<file path="src/rtl/ctrl_sched_pkg.sv">
// Shared types and constants for the socket launch scheduler.
package ctrl_sched_pkg;

  typedef enum logic [2:0] {
    S_IDLE    = 3'd0,
    S_W_ISSUE = 3'd1,
    S_W_WAIT  = 3'd2,
    S_GAP     = 3'd3,
    S_R_ISSUE = 3'd4,
    S_R_WAIT  = 3'd5,
    S_FIN     = 3'd6
  } sched_state_e;

  localparam int unsigned STATUS_DONE_BIT    = 0;
  localparam logic [63:0] DEF_SOCKET_STRIDE  = 64'h0000_0000_0001_0000;
  localparam logic [63:0] DEF_CTRL_REG_OFS   = 64'h0;
  localparam logic [63:0] DEF_STATUS_REG_OFS = 64'h10;

  // Launch parameters captured on an accepted start.
  typedef struct packed {
    logic [63:0] base;
    logic [31:0] word;
  } launch_cfg_t;

  // Socket index width; at least one bit even for a single socket.
  function automatic int unsigned idx_width(input int unsigned n);
    return (n > 1) ? $clog2(n) : 1;
  endfunction

endpackage

</file>
<file path="src/rtl/socket_launch_sched_if.sv">
// Single-beat control-master start/done bus as seen by the scheduler.
interface socket_launch_sched_if;
  logic        sched_rstart;
  logic        sched_wstart;
  logic        sched_rdone;
  logic        sched_wdone;
  logic [31:0] sched_rdata;
  logic [31:0] sched_wdata;
  logic [63:0] sched_offset;
  logic        sched_running;

  modport master (
    output sched_rstart, sched_wstart, sched_wdata, sched_offset,
    input  sched_rdone, sched_wdone, sched_rdata, sched_running
  );

  modport slave (
    input  sched_rstart, sched_wstart, sched_wdata, sched_offset,
    output sched_rdone, sched_wdone, sched_rdata, sched_running
  );
endinterface

</file>
<file path="src/rtl/socket_rr_pick.sv">
// Finds the next set mask bit strictly above idx, optionally wrapping to the lowest.
module socket_rr_pick
  import ctrl_sched_pkg::*;
#(
  parameter  int unsigned NUM_SOCKETS = 4,
  localparam int unsigned IDX_W       = idx_width(NUM_SOCKETS)
) (
  input  logic [NUM_SOCKETS-1:0] i_mask,
  input  logic [IDX_W-1:0]       i_idx,
  input  logic                   i_wrap,
  output logic [IDX_W-1:0]       o_next_c,
  output logic                   o_found_c
);

  logic             w_hi_hit;
  logic             w_lo_hit;
  logic [IDX_W-1:0] w_hi;
  logic [IDX_W-1:0] w_lo;

  // Descending scan: the last hit written is the lowest qualifying bit.
  always_comb begin
    w_hi_hit = 1'b0;
    w_lo_hit = 1'b0;
    w_hi     = '0;
    w_lo     = '0;
    for (int i = NUM_SOCKETS - 1; i >= 0; i--) begin
      if (i_mask[i]) begin
        w_lo_hit = 1'b1;
        w_lo     = IDX_W'(i);
        if (IDX_W'(i) > i_idx) begin
          w_hi_hit = 1'b1;
          w_hi     = IDX_W'(i);
        end
      end
    end
  end

  assign o_next_c  = (i_wrap && !w_hi_hit) ? w_lo : w_hi;
  assign o_found_c = w_hi_hit | (i_wrap & w_lo_hit);

endmodule

</file>
<file path="src/rtl/socket_launch_sched.sv">
// Writes a start word to each enabled socket, then round-robin polls status until all are done.
module socket_launch_sched
  import ctrl_sched_pkg::*;
#(
  parameter int unsigned NUM_SOCKETS    = 4,
  parameter logic [63:0] SOCKET_STRIDE  = DEF_SOCKET_STRIDE,
  parameter logic [63:0] CTRL_REG_OFS   = DEF_CTRL_REG_OFS,
  parameter logic [63:0] STATUS_REG_OFS = DEF_STATUS_REG_OFS,
  parameter int unsigned POLL_GAP       = 16,
  parameter int unsigned MAX_POLLS      = 4096
) (
  input  logic                   clk,
  input  logic                   resetn,
  input  logic                   launch_start,
  input  logic [NUM_SOCKETS-1:0] launch_mask,
  input  logic [63:0]            launch_base,
  input  logic [31:0]            launch_word,
  output logic                   launch_busy,
  output logic                   launch_done,
  output logic                   launch_err,
  output logic [NUM_SOCKETS-1:0] done_mask,
  socket_launch_sched_if.master  bus
);

  localparam int unsigned IDX_W  = idx_width(NUM_SOCKETS);
  localparam int unsigned GAP_W  = $clog2(POLL_GAP + 1);
  localparam int unsigned POLL_W = $clog2(MAX_POLLS + 1);

  sched_state_e           r_state, w_state_nxt;
  logic [NUM_SOCKETS-1:0] r_mask, w_mask_nxt;
  launch_cfg_t            r_cfg, w_cfg_nxt;
  logic [IDX_W-1:0]       r_idx, w_idx_nxt;
  logic [NUM_SOCKETS-1:0] r_done_mask, w_done_mask_nxt;
  logic                   r_err, w_err_nxt;
  logic [POLL_W-1:0]      r_poll_cnt, w_poll_nxt;
  logic [GAP_W-1:0]       r_gap_cnt, w_gap_nxt;
  logic                   r_busy, w_busy_nxt;
  logic                   r_done, w_done_nxt;
  logic                   r_rstart, w_rstart_nxt;
  logic                   r_wstart, w_wstart_nxt;
  logic [63:0]            r_offset, w_offset_nxt;
  logic                   r_rdone_q, r_wdone_q;

  logic                   w_redge, w_wedge, w_can_read, w_can_write;
  logic [63:0]            w_ctrl_addr, w_stat_addr;
  logic [NUM_SOCKETS-1:0] w_done_mask_upd, w_pending_upd;
  logic [NUM_SOCKETS-1:0] w_pp_mask;
  logic [IDX_W-1:0]       w_pp_idx, w_pp_next, w_wr_next;
  logic                   w_wr_found, w_unused_pp_found, w_unused_rdata;

  assign w_redge     = bus.sched_rdone & ~r_rdone_q;
  assign w_wedge     = bus.sched_wdone & ~r_wdone_q;
  assign w_can_read  = ~bus.sched_running & ~bus.sched_rdone;
  assign w_can_write = ~bus.sched_running & ~bus.sched_wdone;
  assign w_ctrl_addr = r_cfg.base + 64'(r_idx) * SOCKET_STRIDE + CTRL_REG_OFS;
  assign w_stat_addr = r_cfg.base + 64'(r_idx) * SOCKET_STRIDE + STATUS_REG_OFS;
  assign w_done_mask_upd = r_done_mask |
    (bus.sched_rdata[STATUS_DONE_BIT] ? (NUM_SOCKETS'(1) << r_idx) : '0);
  assign w_pending_upd  = r_mask & ~w_done_mask_upd;
  assign w_unused_rdata = ^bus.sched_rdata;

  // Poll walker input: lowest set bit when starting a walk, else next pending after idx.
  always_comb begin
    w_pp_mask = w_pending_upd;
    w_pp_idx  = r_idx;
    if (r_state == S_IDLE) begin
      w_pp_mask = launch_mask;
      w_pp_idx  = IDX_W'(NUM_SOCKETS - 1);
    end else if (r_state == S_W_WAIT) begin
      w_pp_mask = r_mask & ~r_done_mask;
      w_pp_idx  = IDX_W'(NUM_SOCKETS - 1);
    end
  end

  socket_rr_pick #(.NUM_SOCKETS(NUM_SOCKETS)) u_wr_pick (
    .i_mask    (r_mask),
    .i_idx     (r_idx),
    .i_wrap    (1'b0),
    .o_next_c  (w_wr_next),
    .o_found_c (w_wr_found)
  );

  socket_rr_pick #(.NUM_SOCKETS(NUM_SOCKETS)) u_poll_pick (
    .i_mask    (w_pp_mask),
    .i_idx     (w_pp_idx),
    .i_wrap    (1'b1),
    .o_next_c  (w_pp_next),
    .o_found_c (w_unused_pp_found)
  );

  // Next-state and next-output logic.
  always_comb begin
    w_state_nxt     = r_state;
    w_mask_nxt      = r_mask;
    w_cfg_nxt       = r_cfg;
    w_idx_nxt       = r_idx;
    w_done_mask_nxt = r_done_mask;
    w_err_nxt       = r_err;
    w_poll_nxt      = r_poll_cnt;
    w_gap_nxt       = r_gap_cnt;
    w_busy_nxt      = 1'b1;
    w_done_nxt      = 1'b0;
    w_rstart_nxt    = 1'b0;
    w_wstart_nxt    = 1'b0;
    w_offset_nxt    = r_offset;
    unique case (r_state)
      S_IDLE: begin
        // Busy still covers the done-pulse cycle, so a start there is dropped.
        w_busy_nxt = 1'b0;
        if (launch_start && !r_busy) begin
          w_busy_nxt      = 1'b1;
          w_mask_nxt      = launch_mask;
          w_cfg_nxt.base  = launch_base;
          w_cfg_nxt.word  = launch_word;
          w_done_mask_nxt = '0;
          w_err_nxt       = 1'b0;
          w_poll_nxt      = '0;
          if (launch_mask == '0) begin
            w_state_nxt = S_FIN;
          end else begin
            w_idx_nxt   = w_pp_next;
            w_state_nxt = S_W_ISSUE;
          end
        end
      end
      S_W_ISSUE: begin
        if (w_can_write) begin
          w_wstart_nxt = 1'b1;
          w_offset_nxt = w_ctrl_addr;
          w_state_nxt  = S_W_WAIT;
        end
      end
      S_W_WAIT: begin
        if (w_wedge) begin
          if (w_wr_found) begin
            w_idx_nxt   = w_wr_next;
            w_state_nxt = S_W_ISSUE;
          end else begin
            w_idx_nxt   = w_pp_next;
            w_gap_nxt   = '0;
            w_state_nxt = S_GAP;
          end
        end
      end
      S_GAP: begin
        if (r_gap_cnt == GAP_W'(POLL_GAP - 1)) begin
          w_state_nxt = S_R_ISSUE;
        end else begin
          w_gap_nxt = r_gap_cnt + GAP_W'(1);
        end
      end
      S_R_ISSUE: begin
        if (w_can_read) begin
          w_rstart_nxt = 1'b1;
          w_offset_nxt = w_stat_addr;
          w_poll_nxt   = r_poll_cnt + POLL_W'(1);
          w_state_nxt  = S_R_WAIT;
        end
      end
      S_R_WAIT: begin
        if (w_redge) begin
          w_done_mask_nxt = w_done_mask_upd;
          if (w_pending_upd == '0) begin
            w_state_nxt = S_FIN;
          end else if (r_poll_cnt == POLL_W'(MAX_POLLS)) begin
            w_err_nxt   = 1'b1;
            w_state_nxt = S_FIN;
          end else begin
            w_idx_nxt   = w_pp_next;
            w_gap_nxt   = '0;
            w_state_nxt = S_GAP;
          end
        end
      end
      S_FIN: begin
        w_done_nxt  = 1'b1;
        w_state_nxt = S_IDLE;
      end
      default: w_state_nxt = S_IDLE;
    endcase
  end

  // State and registered outputs.
  always_ff @(posedge clk or negedge resetn) begin
    if (!resetn) begin
      r_state     <= S_IDLE;
      r_mask      <= '0;
      r_cfg       <= '0;
      r_idx       <= '0;
      r_done_mask <= '0;
      r_err       <= 1'b0;
      r_poll_cnt  <= '0;
      r_gap_cnt   <= '0;
      r_busy      <= 1'b0;
      r_done      <= 1'b0;
      r_rstart    <= 1'b0;
      r_wstart    <= 1'b0;
      r_offset    <= '0;
      r_rdone_q   <= 1'b0;
      r_wdone_q   <= 1'b0;
    end else begin
      r_state     <= w_state_nxt;
      r_mask      <= w_mask_nxt;
      r_cfg       <= w_cfg_nxt;
      r_idx       <= w_idx_nxt;
      r_done_mask <= w_done_mask_nxt;
      r_err       <= w_err_nxt;
      r_poll_cnt  <= w_poll_nxt;
      r_gap_cnt   <= w_gap_nxt;
      r_busy      <= w_busy_nxt;
      r_done      <= w_done_nxt;
      r_rstart    <= w_rstart_nxt;
      r_wstart    <= w_wstart_nxt;
      r_offset    <= w_offset_nxt;
      r_rdone_q   <= bus.sched_rdone;
      r_wdone_q   <= bus.sched_wdone;
    end
  end

  assign launch_busy      = r_busy;
  assign launch_done      = r_done;
  assign launch_err       = r_err;
  assign done_mask        = r_done_mask;
  assign bus.sched_rstart = r_rstart;
  assign bus.sched_wstart = r_wstart;
  assign bus.sched_wdata  = r_cfg.word;
  assign bus.sched_offset = r_offset;

endmodule

</file>
<file path="src/flat_wrapper.sv">
// flat-port wrapper written by rule: the top's interface ports become plain ports
module socket_launch_sched_flat import ctrl_sched_pkg::*;
#(
  parameter int unsigned NUM_SOCKETS    = 4,
  parameter logic [63:0] SOCKET_STRIDE  = DEF_SOCKET_STRIDE,
  parameter logic [63:0] CTRL_REG_OFS   = DEF_CTRL_REG_OFS,
  parameter logic [63:0] STATUS_REG_OFS = DEF_STATUS_REG_OFS,
  parameter int unsigned POLL_GAP       = 16,
  parameter int unsigned MAX_POLLS      = 4096
)
  (clk, resetn, launch_start, launch_mask, launch_base, launch_word, launch_busy, launch_done, launch_err, done_mask, bus_sched_rstart, bus_sched_wstart, bus_sched_wdata, bus_sched_offset, bus_sched_rdone, bus_sched_wdone, bus_sched_rdata, bus_sched_running);
  socket_launch_sched_if bus_i ();
  input  logic clk;
  input  logic resetn;
  input  logic launch_start;
  input  logic [NUM_SOCKETS-1:0] launch_mask;
  input  logic [63:0] launch_base;
  input  logic [31:0] launch_word;
  output logic launch_busy;
  output logic launch_done;
  output logic launch_err;
  output logic [NUM_SOCKETS-1:0] done_mask;
  output wire logic [$bits(bus_i.sched_rstart)-1:0] bus_sched_rstart;
  output wire logic [$bits(bus_i.sched_wstart)-1:0] bus_sched_wstart;
  output wire logic [$bits(bus_i.sched_wdata)-1:0] bus_sched_wdata;
  output wire logic [$bits(bus_i.sched_offset)-1:0] bus_sched_offset;
  input wire logic [$bits(bus_i.sched_rdone)-1:0] bus_sched_rdone;
  input wire logic [$bits(bus_i.sched_wdone)-1:0] bus_sched_wdone;
  input wire logic [$bits(bus_i.sched_rdata)-1:0] bus_sched_rdata;
  input wire logic [$bits(bus_i.sched_running)-1:0] bus_sched_running;
  assign bus_sched_rstart = bus_i.sched_rstart;
  assign bus_sched_wstart = bus_i.sched_wstart;
  assign bus_sched_wdata = bus_i.sched_wdata;
  assign bus_sched_offset = bus_i.sched_offset;
  assign bus_i.sched_rdone = bus_sched_rdone;
  assign bus_i.sched_wdone = bus_sched_wdone;
  assign bus_i.sched_rdata = bus_sched_rdata;
  assign bus_i.sched_running = bus_sched_running;
  socket_launch_sched #(.NUM_SOCKETS(NUM_SOCKETS), .SOCKET_STRIDE(SOCKET_STRIDE), .CTRL_REG_OFS(CTRL_REG_OFS), .STATUS_REG_OFS(STATUS_REG_OFS), .POLL_GAP(POLL_GAP), .MAX_POLLS(MAX_POLLS)) u_core (.clk(clk), .resetn(resetn), .launch_start(launch_start), .launch_mask(launch_mask), .launch_base(launch_base), .launch_word(launch_word), .launch_busy(launch_busy), .launch_done(launch_done), .launch_err(launch_err), .done_mask(done_mask), .bus(bus_i));
endmodule
</file>
<file path="config.mk">
export PLATFORM = sky130hd
export DESIGN_NAME = socket_launch_sched_flat
export DESIGN_NICKNAME = d
export VERILOG_FILES = /design/src/rtl/ctrl_sched_pkg.sv /design/src/rtl/socket_launch_sched_if.sv /design/src/rtl/socket_rr_pick.sv /design/src/rtl/socket_launch_sched.sv /design/src/flat_wrapper.sv
export SDC_FILE = /design/constraint.sdc
export NUM_CORES = 1
export LEC_CHECK = 0
export BUFFER_PORTS_ARGS = -buffer_cell sky130_fd_sc_hd__clkbuf_2
export CAP_MARGIN = 20
export CORE_MARGIN = 5
export CORE_UTILIZATION = 32
export CTS_BUF_LIST = sky130_fd_sc_hd__clkbuf_8 sky130_fd_sc_hd__clkbuf_16
export DETAILED_ROUTE_END_ITERATION = 12
export SETUP_SLACK_MARGIN = 0.2
export SYNTH_ARGS = -nofsm -noshare
export SYNTH_HDL_FRONTEND = slang
export SYNTH_SLANG_ARGS = --single-unit
</file>
<file path="constraint.sdc">
create_clock -name clk -period 5.3 [get_ports clk]
set_clock_uncertainty 0.1 [all_clocks]
set_input_delay 1.06 -clock clk [delete_from_list [all_inputs] [get_ports clk]]
set_output_delay 1.06 -clock clk [all_outputs]
set_load 0.02 [all_outputs]
</file>
==> metrics.yaml, run 1 <==
power:
  power_frac_comb_pct: 42.5
  clkPwrFrac_pct: 17.7
  switching_share_pct: 44.91
  p_per_area_nw_per_um2: 552.5
  p_int_mw: 4.008
  p_leak_nw: 6.085
  seqPwrFrac_pct: 39.8
  peakVddDrop_v: 0.0002649
  switching_power_mw: 3.267
logic_synthesis:
  synth_flop_cell: "dfrtp_1"
  yosys_register_bits: 198
  ys_seq_area_share_pct: 43.73
  yosysWarnings: 0
  syn_nets: 1498
  syn_avg_cell_area_um2: 8.381
  async_reset_ff_share_pct: 100.0
  synthCells: 1352
  synthesis.area_um2: 11330
  synth_edf_count: 0
  synth_cell_type_count: 84
route:
  ant_nets: 0
  first_iter_violations: 636
  drcViolationCount: 0
  routedWlPerCell_um: 16.19
  vias: 9849
  via_per_inst: 5.012
  dr.pass1.iters: 6
  wirelength_um: 31820
sta:
  min_period_ns: 4.647
  max_slew_margin_pct: 36.77
  maxSlewViolCount: 0
  tightest_slew_ns: 0.9485
  fin_hold_ws_ns: 0.3688
  tns_ns: 0
  fin_crit_sh_pct: 87.67
  hold_viol: 0
  rsz0062_at_grt: "no"
  setup-violations-final: 0
  fmax_mhz: 215.2
global_routing:
  grt_pass1_vias: 9532
  grt_max_degree: 104
  grt_usage_pct: 16.03
  grt_pass1_wl_um: 50830
  antenna_found_initial: 0
  grt_overflow: 0
layout:
  diodes: 0
  fillers: 3696
  layout.nets: 1638
  final_core_util_pct: 37.38
  instances_no_fill: 1965
  final_common_cell: "nand2_1"
  mostFrequentLayoutCells: "403 x nand2_1, 210 x clkbuf_2, 198 x dfrtp_1, 81 x o21ai_0, 74 x nor2_1"
  final_area_um2: 13170
  drive_above_1_share_pct: 19.68
  area_growth_pct: 16.21
floorplanning:
  die_width_um: 198.2
  die_h_um: 198.2
  std_cell_rows: 69
  core_um2: 35220
  start_util_pct: 32.17
  io_pins: 243
  dieArea_um2: 39270
clock_tree:
  clk_latency_ns: 0.45
  htree_levels: 4
  cts-resized-gates: 0
  clk_pin_slew_ns: 0.07
  cts.path.max_buffers: 2
  cts_setup_buffers: 0
  cts_buffers: 17
  root_buffer: "clkbuf_16"
  cts_tree: "yes"
  clock_sinks: 198
  hold_buffers: 0
critical_path:
  worstPathRequired_ns: 5.55
  critPathMaxFanout: 11
  cp.arrival_ns: 4.90
  critPathLaunchType: "flop"
  crit_type: "reg2reg"
  end_kind: "flop"
placement:
  place_inst: 1933
  placed_area_um2: 12570
  numPortBuffers: 211
  hpwlAfterDp_um: 23050
  gp_congestion: 0.8371
status:
  status: "finished clean"
run:
  maxCapViolCount: 0
hold_path:
  worstHoldPathType: "reg2reg"
==> critical path, stage by stage (launching register included) <==
cell and delay, ns:
dfrtp_1 0.53, ha_1 0.30, fa_1 0.45, nand3_1 0.29, nor4_1 0.53, nand3_1 0.39
nor2_1 0.29, a221o_1 0.18, o211ai_1 0.26, or4_1 0.70, o31a_1 0.32, o31ai_1 0.21
==> area by class of cell <==
| cell class | count | area (um^2) | area share (%) |
|---|---|---|---|
| clock inverter | 11 | 102.6 | 0.7792 |
| timing repair buffer | 224 | 1195 | 9.075 |
| multi-input combinational | 1031 | 5797 | 44.02 |
| tap | 461 | 576.8 | 4.380 |
| inverter | 20 | 75.07 | 0.5701 |
| sequential | 198 | 4955 | 37.63 |
| clock buffer | 20 | 466.7 | 3.544 |
==> stage by stage <==
step | power, mW | setup WS (ns)
after floorplan | 5.171 | 1.480
after global placement | 5.935 | 0.7509
after detailed placement | 6.025 | 0.6890
after CTS | 7.358 | 0.6441
after global routing | 7.851 | 0.3026
final | 7.275 | 0.6533
==> worst paths after layout <==
check	slack (ns)	startpoint	depth (start not counted)	end
hold reg to reg	0.37	u_core.r_cfg[35]$_DFFE_PN0P_	2	u_core.r_cfg[35]$_DFFE_PN0P_
min in group asynchronous	0.58	resetn	1	u_core.bus.sched_offset[26]$_DFFE_PN0P_
hold / removal	0.37	u_core.r_cfg[35]$_DFFE_PN0P_	2	u_core.r_cfg[35]$_DFFE_PN0P_
setup / recovery	0.65	u_core.r_idx[0]$_DFFE_PN0P_	11	u_core.bus.sched_offset[61]$_DFFE_PN0P_
max in group asynchronous	3.46	resetn	2	u_core.r_poll_cnt[8]$_DFFE_PN0P_
setup reg to reg	0.65	u_core.r_idx[0]$_DFFE_PN0P_	11	u_core.bus.sched_offset[61]$_DFFE_PN0P_
==> power by group through the flow <==
| stage | clock network [mW] | registers [mW] | logic (mW) |
|---|---|---|---|
| finish | 1.29 | 2.90 | 3.09 |
| global route | 1.38 | 3.00 | 3.47 |
| CTS | 1.34 | 2.89 | 3.13 |
| detailed placement | 0 | 2.91 | 3.11 |
| global placement | 0 | 2.88 | 3.06 |
| floorplan | 0 | 2.84 | 2.34 |
==> registers in the layout (all words and copies together), names as in the netlist <==
name                     count
u_core.r_wdone_q             1
u_core.bus.sched_rstart      1
u_core.launch_err            1
u_core.done_mask             4
u_core.launch_done           1
u_core.r_state               3
u_core.bus.sched_wdata      32
u_core.bus.sched_offset     64
u_core.r_mask                4
u_core.bus.sched_wstart      1
u_core.r_rdone_q             1
u_core.r_poll_cnt           13
u_core.launch_busy           1
u_core.r_gap_cnt             5
u_core.r_cfg                64
u_core.r_idx                 2
==> per-layer routing <==
metal  track usage [%]  vias to the layer above  routed length (um)  part of all wire [%]
met5                 0                        -                   0                     0
met4             4.387                        0                 455                   1.4
met3             3.131                       33                1637                   5.1
met2             25.96                      259               14930                    47
met1             22.00                     4700               14790                    46
li1                  -                     4857                   -                     -
==> synth_stat cells, types with 4 or more instances <==
master	number	area [um^2]
o31ai_1	9	67.56
o21ai_0	81	405.4
a21oi_1	34	170.2
xnor2_1	56	490.5
nor4_1	22	137.6
mux2_2	8	90.09
nand2b_1	19	118.9
a21o_1	6	45.04
nand4b_1	6	52.55
nor2_1	75	281.5
nand3_1	46	230.2
nor2b_1	10	62.56
or4_1	10	75.07
dfrtp_1	198	4955
and4_1	7	61.31
nand2_1	404	1516
buf_1	4	15.01
or2_2	7	43.79
a31oi_1	8	50.05
nand3b_1	4	30.03
a211oi_1	4	30.03
or3_1	8	50.05
ha_1	7	87.58
xor2_1	36	315.3
buf_4	34	255.2
mux2i_1	4	40.04
o211ai_1	4	30.03
nand4_1	22	137.6
clkbuf_1	54	202.7
and3_1	13	81.33
nor4b_1	4	35.03
and2_1	14	87.58
nor3_1	27	135.1
buf_2	9	45.04
inv_1	20	75.07
==> kinds of logic (layout without fill, tap and decap cells) <==
group	after synthesis	after routing	synth area share (%)
AND/OR/NAND/NOR	735	735	31.59
flip-flops	198	198	43.73
AO/OA/AOI/OAI	183	183	9.949
buffers and inverters	123	275	5.322
XOR/XNOR	93	93	7.310
multiplexers	12	12	1.148
adder cells (fa/ha/maj)	8	8	0.9496
Note: power is estimated with default switching activity, not from simulation.
==> run 2: changes to the inputs <==
Settings changed: PLACE_DENSITY from default to 0.55.
==> run 2 against run 1 <==
- total power up 0.52%
- clock-buffer cell count decreased by 2
- critical path depth is the same
- sequential power is essentially flat
- largest cell class unchanged
- clock power increased by 3%
- highest routed layer unchanged
- non-clock buffer count is 1 lower
==> metrics.yaml, run 2 (synthesis results as in run 1) <==
clock_tree:
  hold_buffers: 0
  cts-resized-gates: 0
  htree_levels: 4
  cts.path.max_buffers: 2
  clock_sinks: 198
  clk_latency_ns: 0.45
  root_buffer: "clkbuf_16"
  cts_setup_buffers: 0
  cts_buffers: 17
  cts_tree: "yes"
  clk_pin_slew_ns: 0.08
critical_path:
  worstReg2RegEnd: "u_core.bus.sched_offset[61]$_DFFE_PN0P_"
  cp_cell_sequence: "ha_1, fa_1, nand3_1, or4_1, nor4_1, xnor2_1, o211ai_1, a21o_1, or4_1, o31a_1, o31ai_1"
  crit_type: "reg2reg"
  critPathBufInv: 0
  worstRegToRegCells: 11
  critPathLaunchType: "flop"
  worstPathRequired_ns: 5.55
  cp.arrival_ns: 4.81
  cpLargestDelayFamily: "simple AND/OR/NAND/NOR gates"
  rrSetupSlack_ns: 0.74
  crit_slowest_cell: "or4_1"
  r2r-start: "u_core.r_idx[0]$_DFFE_PN0P_"
  critPathMaxFanout: 11
  critPathMostFrequentCell: "or4_1"
  slowest_delay_ns: 0.64
  end_kind: "flop"
floorplanning:
  core_um2: 35220
  io_pins: 243
  dieArea_um2: 39270
  start_util_pct: 32.17
  std_cell_rows: 69
  die_width_um: 198.2
  die_h_um: 198.2
route:
  vias: 9803
  drcViolationCount: 0
  ant_nets: 0
  via_per_inst: 4.989
  first_iter_violations: 663
  wirelength_um: 31960
  dr.pass1.iters: 5
  routedWlPerCell_um: 16.26
hold_path:
  holdPathEnd: "u_core.r_cfg[34]$_DFFE_PN0P_"
  hold_path_depth: 2
  min_from: "u_core.r_cfg[34]$_DFFE_PN0P_"
  worstHoldPathType: "reg2reg"
status:
  status: "finished clean"
sta:
  fin_hold_ws_ns: 0.3746
  fin_crit_sh_pct: 86.08
  setup-violations-final: 0
  tightest_slew_ns: 0.8743
  maxSlewViolCount: 0
  min_period_ns: 4.562
  tns_ns: 0
  fmax_mhz: 219.2
  hold_viol: 0
  rsz0062_at_grt: "no"
  max_slew_margin_pct: 41.71
layout:
  fillers: 3715
  final-seq-area_um2: 4955
  multi_input_area_um2: 5797
  final_common_cell: "nand2_1"
  layout.nets: 1637
  diodes: 0
  mostFrequentLayoutCells: "403 x nand2_1, 210 x clkbuf_2, 198 x dfrtp_1, 81 x o21ai_0, 74 x nor2_1"
  area_growth_pct: 16.42
  drive_above_1_share_pct: 19.68
power:
  p_leak_nw: 6.088
  p_total_mw: 7.312
  p_per_area_nw_per_um2: 554.3
  peakVddDrop_v: 0.0003182
placement:
  gp_congestion: 0.8596
  hpwlAfterDp_um: 23120
  numPortBuffers: 211
global_routing:
  grt_usage_pct: 16.43
  use_met3_pct: 3.352
  grt_pass1_vias: 9708
  met1_usage_pct: 22.66
  grt_util_met2_pct: 26.05
  grt_max_degree: 107
  antenna_found_initial: 0
  grt-busiest-layer: "met2"
  grt_pass1_wl_um: 52040
  grt_overflow: 0
run:
  maxCapViolCount: 0
## run 2: worst max-delay path by stage
| stage | from | end | slack (ns) | depth (start not counted) |
|---|---|---|---|---|
| floorplan | u_core.r_idx[0]$_DFFE_PN0P_ | u_core.bus.sched_offset[62]$_DFFE_PN0P_ | 1.48 | 12 |
| global placement | u_core.r_idx[1]$_DFFE_PN0P_ | u_core.bus.sched_offset[61]$_DFFE_PN0P_ | 0.85 | 10 |
| detailed placement | u_core.r_idx[1]$_DFFE_PN0P_ | u_core.bus.sched_offset[61]$_DFFE_PN0P_ | 0.81 | 10 |
| CTS | u_core.r_idx[1]$_DFFE_PN0P_ | u_core.bus.sched_offset[61]$_DFFE_PN0P_ | 0.78 | 10 |
| global route | u_core.r_idx[0]$_DFFE_PN0P_ | u_core.bus.sched_offset[61]$_DFFE_PN0P_ | 0.45 | 11 |
| finish | u_core.r_idx[0]$_DFFE_PN0P_ | u_core.bus.sched_offset[61]$_DFFE_PN0P_ | 0.74 | 11 |
## run 2: final cells by class
type                    count  area share [%]
clock inverters            14           1.129
clock buffers              18           3.329
inverters                  20          0.5691
multi-input cells        1031           43.94
flip-flops and latches    198           37.56
well taps                 461           4.373
repair buffers            223           9.096
## run 2: per-stage QoR
stage | cell area (um^2) | util [%] | setup WS (ns) | std cells
2_1_floorplan | 11330 | - | 1.480 | 1352
3_3_place_gp | 12580 | 35.70 | 0.8536 | 1932
3_5_place_dp | 12580 | 35.70 | 0.8140 | 1932
4_1_cts | 13160 | 37.37 | 0.7799 | 1964
5_1_grt | 13190 | 37.45 | 0.4495 | 1965
6_report | 13190 | 37.45 | 0.7378 | 1965
## run 2: worst register-to-register path, delay by kind of cell (launching register included)
| family | cells | cell delay [ns] |
|---|---|---|
| XOR/XNOR | 1 | 0.21 |
| adder cells (fa/ha/maj) | 2 | 0.74 |
| flip-flops | 1 | 0.53 |
| AO/OA/AOI/OAI | 4 | 1.10 |
| AND/OR/NAND/NOR | 4 | 1.77 |
## run 2: power breakdown
group / leakage [nW] / internal [mW] / total (mW) / switching (mW)
Combinational: 3.28 / 1.16 / 3.07 / 1.90
Sequential: 2.52 / 2.15 / 2.91 / 0.759
Clock: 0.291 / 0.713 / 1.33 / 0.618
Total: 6.09 / 4.03 / 7.31 / 3.28
## run 2: metal layers
metal | routed length [um] | vias up
met5 | 0 | -
met4 | 554 | 0
met3 | 1539 | 42
met2 | 14860 | 245
met1 | 15000 | 4672
li1 | - | 4844
==> run 3: changes to the inputs <==
Settings changed: CTS_BUF_LIST sky130_fd_sc_hd__clkbuf_8 sky130_fd_sc_hd__clkbuf_16 to sky130_fd_sc_hd__clkbuf_2.
==> run 3 against run 2 <==
- total power shrank 7.6%
- first-iteration DRC count rose by 5.3%
- sequential power is essentially flat
- clock power shrank 41%
- final area is 2.6% lower
- via count shrank 0.15%
- critical path depth stayed put
- maximum frequency shrank 0.70%
- die area stayed put
- combinational power about the same
==> metrics.yaml, run 3 (synthesis results as in run 1) <==
status:
  status: "finished clean"
layout:
  multi_input_area_um2: 5797
  mostFrequentLayoutCells: "403 x nand2_1, 229 x clkbuf_2, 198 x dfrtp_1, 81 x o21ai_0, 74 x nor2_1"
  final_common_cell: "nand2_1"
  drive_above_1_share_pct: 19.75
  fillers: 3761
  layout.nets: 1637
  area_growth_pct: 13.37
  final-seq-area_um2: 4955
power:
  peakVddDrop_v: 0.0002575
  switching_share_pct: 47.68
  clkPwrFrac_pct: 11.7
  switching_power_mw: 3.221
  p_leak_nw: 5.941
  power_frac_comb_pct: 45.4
  p_int_mw: 3.535
  p_per_area_nw_per_um2: 525.9
  seqPwrFrac_pct: 43.0
  p_total_mw: 6.755
clock_tree:
  htree_levels: 4
  cts_buffers: 17
  clk_latency_ns: 0.84
  root_buffer: "clkbuf_2"
  hold_buffers: 0
  cts_tree: "yes"
  cts-resized-gates: 0
  clock_sinks: 198
  cts.path.max_buffers: 2
  cts_setup_buffers: 0
  clk_pin_slew_ns: 0.31
global_routing:
  grt_pass1_vias: 9718
  grt_overflow: 0
  grt-busiest-layer: "met2"
  met1_usage_pct: 22.52
  grt_usage_pct: 16.39
  grt_pass1_wl_um: 51940
  use_met3_pct: 3.267
  grt_max_degree: 107
  antenna_found_initial: 1
  grt_util_met2_pct: 26.02
sta:
  setup-violations-final: 0
  fmax_mhz: 217.7
  fin_crit_sh_pct: 86.69
  maxSlewViolCount: 0
  hold_viol: 0
  tightest_slew_ns: 0.8663
  min_period_ns: 4.594
  rsz0062_at_grt: "no"
  max_slew_margin_pct: 42.25
  tns_ns: 0
floorplanning:
  start_util_pct: 32.17
  io_pins: 243
  die_h_um: 198.2
  core_um2: 35220
  dieArea_um2: 39270
  std_cell_rows: 69
  die_width_um: 198.2
placement:
  numPortBuffers: 211
  hpwlAfterDp_um: 23120
  gp_congestion: 0.8596
hold_path:
  worstHoldPathType: "in2async"
route:
  routedWlPerCell_um: 16.19
  wirelength_um: 31840
  ant_nets: 0
  via_per_inst: 4.979
  vias: 9788
  drcViolationCount: 0
  first_iter_violations: 698
  dr.pass1.iters: 5
critical_path:
  critPathLaunchType: "flop"
  r2r-start: "u_core.r_idx[0]$_DFFE_PN0P_"
  worstSetupStartpoint: "u_core.r_idx[0]$_DFFE_PN0P_"
  end_kind: "flop"
  cp.arrival_ns: 5.25
  crit_type: "reg2reg"
  critPathMaxFanout: 11
  worstPathRequired_ns: 5.95
run:
  maxCapViolCount: 0
-- run 3: changes by cell type in the layout (fill, tap and decap cells not counted), sizes merged --
cell,before,now
inv,27,25
clkbuf,229,230
diode,0,1
clkinv,3,4
-- run 3: layout make-up --
| type | instances | share of cell area (%) |
|---|---|---|
| repair buffers | 223 | 9.341 |
| multi-input cells | 1031 | 45.13 |
| inverters | 20 | 0.5844 |
| well taps | 461 | 4.490 |
| flip-flops and latches | 198 | 38.57 |
| clock inverters | 13 | 1.130 |
| diodes | 1 | 0.01948 |
| clock buffers | 19 | 0.7402 |
-- run 3: per-layer routing --
layer | share of wire, % | vias to the layer above | wire (um)
li1 | - | 4851 | -
met1 | 46 | 4635 | 14690
met2 | 46 | 259 | 14730
met3 | 5.5 | 43 | 1737
met4 | 2.2 | 0 | 689
met5 | 0 | - | 0
-- run 3: critical path, stage by stage (launching register included) --
cell and delay (ns):
dfrtp_1 0.59, ha_1 0.29, fa_1 0.45, nand3_1 0.29, or4_1 0.64, nor4_1 0.30
xnor2_1 0.22, o211ai_1 0.25, a21o_1 0.33, or4_1 0.55, o31a_1 0.32, o31ai_1 0.19
-- run 3: stage by stage --
stage | instances | area (um^2) | utilization (%) | hold WS, ns | setup slack [ns]
2_1_floorplan | 1352 | 11330 | - | 0.3417 | 1.480
3_3_place_gp | 1932 | 12580 | 35.70 | 0.3556 | 0.8536
3_5_place_dp | 1932 | 12580 | 35.70 | 0.3590 | 0.8140
4_1_cts | 1964 | 12820 | 36.38 | 0.1025 | 0.7400
5_1_grt | 1966 | 12850 | 36.47 | 0.1276 | 0.4204
6_report | 1966 | 12850 | 36.47 | 0.1821 | 0.7057
-- run 3: power groups by stage --
stage | clock (mW) | sequential [mW] | combinational [mW]
final | 0.787 | 2.90 | 3.07
after global routing | 0.885 | 3.02 | 3.46
after global placement | 0 | 2.90 | 3.05
after floorplan | 0 | 2.84 | 2.34
after detailed placement | 0 | 2.93 | 3.09
after CTS | 0.842 | 2.90 | 3.10
-- run 3: final timing paths --
kind | slack (ns) | cells past startpoint | to
worst max-delay path | 0.71 | 11 | u_core.bus.sched_offset[61]$_DFFE_PN0P_
worst min-delay path | 0.18 | 1 | u_core.r_cfg[61]$_DFFE_PN0P_
worst max register to register | 0.71 | 11 | u_core.bus.sched_offset[61]$_DFFE_PN0P_
worst min register to register | 0.41 | 2 | u_core.bus.sched_offset[41]$_DFFE_PN0P_
max in group asynchronous | 3.85 | 2 | u_core.bus.sched_offset[56]$_DFFE_PN0P_
min in group clk | 0.25 | 1 | u_core.r_wdone_q$_DFF_PN0_
